==> config.mk <==
export PLATFORM = sky130hd
export DESIGN_NAME = rx_uart
export DESIGN_NICKNAME = d
export VERILOG_FILES = /design/src/rtl/rx_uart.sv
export SDC_FILE = /design/constraint.sdc
export NUM_CORES = 1
export LEC_CHECK = 0
export CAP_MARGIN = 10
export CORE_MARGIN = 4
export CORE_UTILIZATION = 55
export CTS_CLUSTER_DIAMETER = 150
export CTS_CLUSTER_SIZE = 14
export DETAILED_ROUTE_END_ITERATION = 16
export PLACE_DENSITY_LB_ADDON = 0.3
export SLEW_MARGIN = 10
export SYNTH_ARGS = -nofsm -noshare
export SYNTH_HDL_FRONTEND = slang
export SYNTH_SLANG_ARGS = --single-unit
export TNS_END_PERCENT = 1
==> constraint.sdc <==
create_clock -name clk -period 1.86 [get_ports clk]
set_input_delay 0.558 -clock clk [delete_from_list [all_inputs] [get_ports clk]]
set_output_delay 0.558 -clock clk [all_outputs]
set_load 0.02 [all_outputs]
==> src/rtl/rx_uart.sv <==
// rx_uart -- oversampling UART receiver.
//
// Receives frames made of a start bit (0), INPUT_DATA_WIDTH data bits sent
// LSB first, an optional parity bit, and one stop bit (1). The received word
// is presented as {parity, data}, which is the same packing the companion
// transmitter consumes, so a looped-back word comes back bit-identical.
//
// Parameters
//   INPUT_DATA_WIDTH  data bits per frame
//   PARITY_ENABLED    1 = one parity bit follows the data bits, 0 = none
//   OVERSAMPLE        sample_tick pulses per bit period (even, >= 4)
//
// Ports
//   clk           system clock, all logic on the rising edge
//   reset         asynchronous active-low reset
//   sample_tick   one-clk enable, OVERSAMPLE pulses per bit period
//   serial_in     asynchronous serial line, idle high
//   o_data        received {parity, data}, held until the next frame completes
//   o_valid       one-clk pulse: o_data and the error flags were just updated
//   o_parity_err  even-parity mismatch on the frame flagged by o_valid
//   o_frame_err   stop bit sampled low on the frame flagged by o_valid
//   o_busy        high from start-edge detection until return to IDLE
//
// Build option
//   RX_PARITY_CHECK_EN  when defined, o_parity_err reports an even-parity
//                       mismatch over data and parity bits; when undefined the
//                       flag is held at 0 and no check logic is built. The
//                       parity bit is captured into o_data either way.

module rx_uart #(
  parameter int INPUT_DATA_WIDTH = 8,
  parameter int PARITY_ENABLED   = 1,
  parameter int OVERSAMPLE       = 16
) (
  input  logic                                       clk,
  input  logic                                       reset,
  input  logic                                       sample_tick,
  input  logic                                       serial_in,
  output logic [INPUT_DATA_WIDTH+PARITY_ENABLED-1:0] o_data,
  output logic                                       o_valid,
  output logic                                       o_parity_err,
  output logic                                       o_frame_err,
  output logic                                       o_busy
);

  localparam int FRAME_BITS = INPUT_DATA_WIDTH + PARITY_ENABLED;
  localparam int TICK_W     = $clog2(OVERSAMPLE);
  localparam int BIT_W      = $clog2(FRAME_BITS + 1);

  // Counters compare against "last tick" values so that the sample happens on
  // the tick that completes the count, not one tick later.
  localparam logic [TICK_W-1:0] HALF_LAST = TICK_W'(OVERSAMPLE / 2 - 1);
  localparam logic [TICK_W-1:0] FULL_LAST = TICK_W'(OVERSAMPLE - 1);
  localparam logic [TICK_W-1:0] TICK_ONE  = TICK_W'(1);
  localparam logic [BIT_W-1:0]  BIT_LAST  = BIT_W'(FRAME_BITS - 1);
  localparam logic [BIT_W-1:0]  BIT_ONE   = BIT_W'(1);

  typedef enum logic [2:0] {
    IDLE,
    START,
    DATA,
    STOP,
    WAIT_IDLE
  } state_t;

  state_t                  state_reg;
  logic                    sync_0_reg;
  logic                    rx_s;
  logic                    rx_prev_reg;
  logic [TICK_W-1:0]       tick_cnt_reg;
  logic [BIT_W-1:0]        bit_cnt_reg;
  logic [FRAME_BITS-1:0]   shift_reg;

  // Two-flop synchronizer plus one flop of history for falling-edge detect.
  // Reset to the idle-high level so leaving reset never looks like a start.
  always_ff @(posedge clk or negedge reset) begin
    if (!reset) begin
      sync_0_reg  <= 1'b1;
      rx_s        <= 1'b1;
      rx_prev_reg <= 1'b1;
    end else begin
      sync_0_reg  <= serial_in;
      rx_s        <= sync_0_reg;
      rx_prev_reg <= rx_s;
    end
  end

  always_ff @(posedge clk or negedge reset) begin
    if (!reset) begin
      state_reg    <= IDLE;
      tick_cnt_reg <= '0;
      bit_cnt_reg  <= '0;
      shift_reg    <= '0;
      o_data       <= '0;
      o_valid      <= 1'b0;
      o_parity_err <= 1'b0;
      o_frame_err  <= 1'b0;
      o_busy       <= 1'b0;
    end else begin
      o_valid <= 1'b0;
      case (state_reg)
        IDLE: begin
          // Edges are only looked for here, so a fall seen during STOP or
          // WAIT_IDLE has already been absorbed into rx_prev_reg.
          if (!rx_s && rx_prev_reg) begin
            state_reg    <= START;
            tick_cnt_reg <= '0;
            o_busy       <= 1'b1;
          end
        end

        START: begin
          if (sample_tick) begin
            if (tick_cnt_reg == HALF_LAST) begin
              tick_cnt_reg <= '0;
              bit_cnt_reg  <= '0;
              if (!rx_s) begin
                state_reg <= DATA;
              end else begin
                // Glitch shorter than half a bit: not a real start.
                state_reg <= IDLE;
                o_busy    <= 1'b0;
              end
            end else begin
              tick_cnt_reg <= tick_cnt_reg + TICK_ONE;
            end
          end
        end

        DATA: begin
          if (sample_tick) begin
            if (tick_cnt_reg == FULL_LAST) begin
              tick_cnt_reg <= '0;
              // Line order is LSB first, so entering from the top leaves the
              // first bit at index 0 once all FRAME_BITS have arrived.
              shift_reg <= {rx_s, shift_reg[FRAME_BITS-1:1]};
              if (bit_cnt_reg == BIT_LAST) begin
                bit_cnt_reg <= '0;
                state_reg   <= STOP;
              end else begin
                bit_cnt_reg <= bit_cnt_reg + BIT_ONE;
              end
            end else begin
              tick_cnt_reg <= tick_cnt_reg + TICK_ONE;
            end
          end
        end

        STOP: begin
          if (sample_tick) begin
            if (tick_cnt_reg == FULL_LAST) begin
              tick_cnt_reg <= '0;
              o_data       <= shift_reg;
              o_valid      <= 1'b1;
              o_frame_err  <= !rx_s;
`ifdef RX_PARITY_CHECK_EN
              o_parity_err <= (PARITY_ENABLED != 0) ? (^shift_reg) : 1'b0;
`else
              o_parity_err <= 1'b0;
`endif
              if (rx_s) begin
                state_reg <= IDLE;
                o_busy    <= 1'b0;
              end else begin
                // Line is in a break; wait for it to recover before looking
                // for the next start edge.
                state_reg <= WAIT_IDLE;
              end
            end else begin
              tick_cnt_reg <= tick_cnt_reg + TICK_ONE;
            end
          end
        end

        WAIT_IDLE: begin
          if (rx_s) begin
            state_reg <= IDLE;
            o_busy    <= 1'b0;
          end
        end

        default: begin
          state_reg <= IDLE;
          o_busy    <= 1'b0;
        end
      endcase
    end
  end

endmodule
==> qor.yml <==
status:
  status: "completed"
global_routing:
  top_usage_layer: "met2"
  grt_pass1_vias: 1134
  grt_first_pass_wirelength_um: 5210
  use_met1: 0.202
  use_met3: 0.0612
  met2_usage: 0.266
  grt_usage: 0.165
  grt-ovfl-total: 0
  antenna_found_initial: 0
  grt_max_degree: 36
logic_synthesis:
  synth_edf_count: 0
  ys_ff_latch: 35
  synth_fp_nets: 144
  synthesis.instances: 137
  synth_area_um2: 1630
  async_reset_ff_frac: 1.00
  ys_seq_area_frac: 0.540
  yosysUniqueCellTypes: 42
  ys.flop_type: "dfrtp_1"
  postSynthAreaPerCell_um2: 11.9
  ys.warnings.count: 0
floorplanning:
  core_um2: 2780
  rows: 19
  io_pins: 17
  die_h_um: 62.4
  initial_core_util: 0.585
  die-area_um2: 3890
  fp.dieW_um: 62.4
layout:
  area_growth_pct: 20.4
  drive_gt1_frac: 0.301
  fin_util: 0.704
  finalNonFillerCells: 194
  insertedDiodeCount: 0
  fin_nets: 169
detailed_routing:
  ant_nets: 0
  viasPerCell: 5.88
  wl_um: 3000
  drcViolationCount: 0
  dr.pass1.iters: 4
  num_vias: 1140
  drt-initial-drc-count: 40
  wl_per_cell_um: 15.5
cts:
  cts_tree: "done"
  htree_levels: 2
  clock_latency_ps: 330
  cts_buffers: 5
  clock_path_buffers: 2
  cts_setup_buffers: 0
  cts_root_buf: "clkbuf_4"
  clock-sinks: 35
  clk_pin_slew_worst_paths_ps: 100
power:
  power-per-cell-area_nw_per_um2: 1050
  seqPwrFrac: 0.473
  power_switching_uw: 651
  ir_drop_uv: 826
  p_comb_frac: 0.252
  clkPwrFrac: 0.275
  p_leak_uw: 0.000995
  switching_share: 0.316
  p_int_uw: 1410
worst_setup_path:
  slowest_stage: "clkdlybuf4s50_1"
  critPathMaxStageDelay_ps: 520
  cp.required_ps: 2110
  reg2reg_depth: 5
  cp_data_arrival_time_ps: 2080
  crit_type: "in -> reg"
  crit_fanout: 4
  worstSetupEndpointType: "flip-flop"
  critPathLaunchType: "input port"
  cp_cell_sequence: "clkdlybuf4s50_1 -> and4b_1 -> o21ai_2 -> or4_4 -> o31ai_2"
sta:
  final-hold-violation-count: 0
  setup_violations: 0
  period_needed_ps: 1830
  fin_worst_skew_ps: 9.25
  min_period_over_period: 0.984
  fmax_ghz: 0.546
  rsz0062_at_grt: "no"
  maxSlewViolCount: 0
placed_design:
  hpwlAfterDp_um: 2110
  port_buffers: 15
  routabilityCongestion: 0.801
  post-place-cells: 186
min_path:
  min-delay-path-class: "reg -> reg"
  hold_depth: 0
flow_run:
  drv_cap: 0
==> per-stage QoR <==
stage                     instance area (µm²)  worst slack, ps  total power (µW)  setup TNS (ps)  hold WS, ps
after CTS                                1950             2.33              2060               0          363
after global placement                   1880             -252              1460           -5150          346
after detailed placement                 1880             -316              1490           -5770          347
final                                    1960             29.9              2060               0          361
after floorplan                          1630              167              1330               0          262
after global routing                     1960            0.518              2200               0          372
==> cell usage after synthesis (2+ instances only) <==
master | instances | area (µm²)
a211oi_1 | 2 | 15.0
a21oi_1 | 3 | 15.0
a22oi_1 | 2 | 15.0
and3b_1 | 3 | 26.3
buf_2 | 3 | 15.0
dfrtp_1 | 32 | 801
dfstp_2 | 3 | 78.8
ha_1 | 3 | 37.5
inv_1 | 6 | 22.5
mux2_2 | 19 | 214
nand2_1 | 12 | 45.0
nand2b_1 | 3 | 18.8
nand3_1 | 3 | 15.0
nand4b_1 | 2 | 17.5
nor2_1 | 4 | 15.0
nor4b_1 | 2 | 17.5
o21ai_0 | 10 | 50.1
==> cells in the final DEF (no fill, tap or decap), drive strengths merged, types with 2 or more instances in the layout <==
master,count
a211oi,2
a21oi,4
a22oi,2
and2,2
and3b,3
buf,10
clkbuf,6
clkdlybuf4s50,3
dfrtp,32
dfstp,3
dlygate4sd2,11
ha,3
inv,6
mux2,19
nand2,12
nand2b,3
nand3,3
nand4b,2
nor2,4
nor4b,2
o21ai,11
o31ai,2
==> power by group through the flow <==
stage	Combinational, µW	Clock (µW)	Sequential [µW]
after floorplan	404	0	926
after global placement	490	0	967
after detailed placement	512	0	982
after CTS	508	589	966
after global routing	581	624	990
final	518	567	973
==> area by class of cell <==
| class | count | area (µm²) |
|---|---|---|
| clock buffer | 6 | 51.3 |
| multi-input combinational | 89 | 692 |
| fill | 194 | 822 |
| clock inverter | 2 | 35.0 |
| sequential | 35 | 881 |
| timing repair buffer | 25 | 239 |
| inverter | 6 | 22.5 |
| tap | 31 | 38.8 |
==> worst max-delay path, delay by kind of cell <==
family	cells	cell delay, ps
AOI/OAI and AO/OA	2	280
buffers and inverters	1	520
and+or+nand+nor	2	720
==> what timing repair did <==
action / in CTS / in global routing
hold buffers: 0 / 0
resized for setup: 11 / 4
cloned: 0 / 0
endpoints found under the setup margin: 11 / 10
==> worst paths after layout <==
| kind | start | end | slack [ps] |
|---|---|---|---|
| min in group asynchronous | reset | tick_cnt_reg[2] | 580 |
| setup reg to reg | tick_cnt_reg[0] | bit_cnt_reg[3] | 120 |
| max in group asynchronous | reset | sync_0_reg | 1020 |
| hold reg to reg | sync_0_reg | rx_s | 360 |
| setup / recovery | sample_tick | bit_cnt_reg[3] | 30 |
| hold / removal | sync_0_reg | rx_s | 360 |
==> routing by layer <==
metal / part of all wire / up-vias
li1: - / 546
met1: 0.45 / 562
met2: 0.48 / 26
met3: 0.052 / 6
met4: 0.017 / 0
met5: 0 / -
==> cells by family after synthesis <==
logic type / count (synthesis) / share of synthesized area
compound gates: 27 / 0.115
fa+ha+maj: 3 / 0.0231
buf+inv: 13 / 0.0392
flops: 35 / 0.540
mux: 19 / 0.131
other cells: 1 / 0.00230
simple gates: 39 / 0.148
(Power assumes the default switching activity.)
